**src/rtl/truth_sweep_checker_pkg.sv**
```systemverilog
// Shared definitions for the truth-table sweep checker: state encoding,
// settle-timer width and the vector-count helper used by RTL and benches.
package truth_sweep_checker_pkg;

  typedef enum logic [1:0] {
    ST_IDLE   = 2'd0,
    ST_HOLD   = 2'd1,
    ST_SAMPLE = 2'd2,
    ST_DONE   = 2'd3
  } state_t;

  localparam int SETTLE_W     = 4;
  localparam int N_IN_DEFAULT = 2;
  localparam int V_DEFAULT    = 1 << N_IN_DEFAULT;

  // Number of input combinations for an expression with n_in inputs.
  function automatic int vec_count(input int n_in);
    return 1 << n_in;
  endfunction

endpackage

```
**src/rtl/truth_sweep_checker_settle_timer.sv**
```systemverilog
// Loadable down-counter with a zero flag; paces the hold interval between
// driving a vector and sampling the expression's outputs.
module truth_sweep_checker_settle_timer
  import truth_sweep_checker_pkg::*;
#(
  parameter int W = SETTLE_W
) (
  input  logic         i_clk,
  input  logic         i_reset,
  input  logic         i_load,
  input  logic         i_en,
  input  logic [W-1:0] i_load_val,
  output logic         o_zero
);

  logic [W-1:0] r_count;

  always_ff @(posedge i_clk) begin
    if (i_reset) begin
      r_count <= '0;
    end else if (i_load) begin
      r_count <= i_load_val;
    end else if (i_en && (r_count != '0)) begin
      r_count <= r_count - W'(1);
    end
  end

  assign o_zero = (r_count == '0);

endmodule

```
**config.mk**
```make
export PLATFORM = sky130hd
export DESIGN_NAME = truth_sweep_checker_settle_timer
export DESIGN_NICKNAME = d
export VERILOG_FILES = /design/src/rtl/truth_sweep_checker_pkg.sv /design/src/rtl/truth_sweep_checker_settle_timer.sv
export SDC_FILE = /design/constraint.sdc
export NUM_CORES = 1
export LEC_CHECK = 0
export ABC_AREA = 1
export BUFFER_PORTS_ARGS = -buffer_cell sky130_fd_sc_hd__buf_4
export CAP_MARGIN = 20
export CORE_AREA = 5 5 42 44
export DETAILED_ROUTE_END_ITERATION = 12
export DIE_AREA = 0 0 47 49
export PLACE_DENSITY = 0.39
export SLEW_MARGIN = 20
export SYNTH_ARGS = -nofsm -noshare
export SYNTH_HDL_FRONTEND = slang
export SYNTH_SLANG_ARGS = --single-unit
```
**constraint.sdc**
```tcl
create_clock -name i_clk -period 1.6 [get_ports i_clk]
set_input_delay 0.4 -clock i_clk [delete_from_list [all_inputs] [get_ports i_clk]]
set_output_delay 0.4 -clock i_clk [all_outputs]
set_load 0.05 [all_outputs]
```
==> summary.txt <==
outcome -> finished, final reports clean
FMAX -> 661 MHz
first-pass GRT wire length -> 910 µm
Die Ht -> 49 µm
Peak VDD IR -> 0.382 mV
Cell Rows -> 14
CTS tree -> yes
Hold Path Class -> in2reg
clk buf depth -> 2
clk sinks -> 4
Post-Route Setup TNS -> 0 ns
family with the most delay on the worst path -> flip-flops
max_slew headroom -> 88.5%
most common flop cell mapped by yosys -> dfxtp_1
vias per inst -> 3.72
Slowest-stage cell, CP -> dfxtp_1
ANT cells -> 0
TritonCTS Buffers -> 3
Critical Path RT -> 1.20 ns
ordered list of cells on the worst path -> inv_2, ha_4, nand3_2, inv_1, buf_6
hold-critical path depth -> 2
setup violators final -> 0
Crit path largest cell delay -> 0.32 ns
peak fanout along the critical path -> 3
post-route ant nets -> 0
Ports -> 9
layout cell share with drive strength beyond 1 -> 39.6%
Total Nets Final -> 64
utilization after layout -> 28.6%
count leader, synth -> nand2_1
Tot GR Track Use -> 5.91%
H-Tree Depth -> 1
biggest regs -> r_count x4
Power Density -> 949 nW/µm²
final worst path period need -> 1.51 ns
initial antenna violation count -> 0
largest net degree at the start of global routing -> 8
max-capacitance violation count -> 0
clk root buf -> clkbuf_4
leak pwr -> 0.201 nW
ranking of synthesized cells by area -> dfxtp_1 (29%), nand2_1 (11%), nand2_4 (8.2%)
CTS clock-pin slew for the worst setup and hold paths -> 0.04 ns
Syn Std Cell Area -> 274 µm²
Mean Syn Cell Area -> 6.68 µm²
WL final -> 563 µm
RSZ-0062 raised after global routing -> false
Worst Tran Pin Value -> 0.170 ns
P&R area growth vs syn -> 46.1%
Hold Path End -> r_count[3]$_SDFFE_PP0P_
vias in the first global route -> 223
Worst Min Path Start -> i_reset
reg2reg end -> r_count[1]$_SDFFE_PP0P_
endpoints failing hold -> 0
gpl congestion -> 0.666
flop2flop setup slack -> 0.48 ns
Post-synth ARST share -> 0%
die width -> 47 µm
worst path bufs/invs -> 3
DIE AREA -> 2300 µm²
Reg2Reg Depth -> 8
worst r2r src -> r_count[0]$_SDFFE_PP0P_
Largest Register -> r_count
Net Count, Synth -> 50
Final Skew -> 0.00130 ns
Initial DRC Count -> 0
via count -> 257
crit path DAT -> 1.11 ns
routed len/inst -> 8.16 µm
I/O Buffers -> 8
Final Slew Violations -> 0
fin crit share -> 94.5%
final HPWL from detailed placement -> 487 µm
Filler cells -> 167
Post-synth EDFFs -> 0
hold slack -> 0.334 ns
Synthesis Warnings -> 0
top cells by instance count after synthesis -> nand2_1 (8), nor2_1 (6), inv_1 (5)
share of the synthesized area in the top cell type -> 29.2%
distinct cell type count after synthesis -> 16
initial core utilization -> 19.6%
sequential share of the synthesized area -> 29.2%
Crit Path Category -> reg2out
Seq cells post-synth -> 4
Clock Latency Late Sink -> 0.23 ns
Synth area leader -> dfxtp_1
CORE AREA -> 1400 µm²
final routed DRC violation total -> 0
Gate Count Post-Synth -> 41
crit start category -> flip-flop
TritonRoute pass-1 iters -> 1
max reg flops -> 4
Crit. End Element -> output pin
gr ovfl total -> 0
[area by class of cell]
type	instances	area (µm²)	area share, %
Clock buffer	3	22.5	5.62
Inverter	8	31.3	7.81
Sequential cell	4	80.1	20.0
Multi-Input combinational cell	29	175	43.8
Timing Repair Buffer	9	71.3	17.8
Tap cell	16	20.0	5.00
[what timing repair did]
item	CTS	global route
hold buffers	0	0
setup endpoints to repair	1	1
setup buffers	0	1
gates resized for setup	3	1
[layout by cell type (no fill, tap or decap)]
cell	netlist	layout
nand2_1	8	8
buf_4	0	8
nor2_1	6	6
inv_1	5	4
dfxtp_1	4	4
inv_2	2	3
nand3_1	3	3
o21ai_0	3	3
clkbuf_4	0	3
nand2_4	2	2
nand3_2	1	1
or2_0	1	1
clkinv_2	1	1
a21oi_2	1	1
o22ai_1	1	1
xor2_1	1	1
a21oi_1	1	1
ha_4	0	1
buf_6	0	1
[power by group]
| group | internal (mW) | total, mW | switching [mW] |
|---|---|---|---|
| combinational | 0.0610 | 0.138 | 0.0770 |
| sequential | 0.112 | 0.121 | 0.00866 |
| clock | 0.0837 | 0.121 | 0.0376 |
[logic make-up (layout without fill, tap and decap cells)]
kind of cell	after synthesis	count (layout)	synth area share, %
simple gates	21	21	38.8
buf+inv	8	20	11.4
compound gates	6	6	12.8
flops	4	4	29.2
fa+ha+maj	1	1	4.57
xor+xnor	1	1	3.20
[per-stage QoR]
step / power [mW] / instance area [µm²] / worst slack (ns) / cells
after floorplan: 0.212 / 274 / 0.199 / 41
final: 0.380 / 400 / 0.0880 / 69
after global routing: 0.418 / 400 / 0.00629 / 69
after global placement: 0.250 / 354 / 0.218 / 65
after detailed placement: 0.248 / 354 / 0.210 / 65
after CTS: 0.383 / 383 / 0.0136 / 68
[routing by layer]
metal  part of all wire (%)  track usage (%)
met3                    5.5             1.48
met2                     46             6.79
met4                      0             6.91
met5                      0                0
met1                     48             7.66
[how the worst max path moves through the flow]
stage                                       start  endpoint  cells after the start
after global placement    r_count[0]$_SDFFE_PP0P_    o_zero                      5
after detailed placement  r_count[0]$_SDFFE_PP0P_    o_zero                      5
final                     r_count[0]$_SDFFE_PP0P_    o_zero                      5
after floorplan           r_count[0]$_SDFFE_PP0P_    o_zero                      4
after global routing      r_count[0]$_SDFFE_PP0P_    o_zero                      5
after CTS                 r_count[0]$_SDFFE_PP0P_    o_zero                      5
No activity file was read; power rests on OpenSTA's default activity.
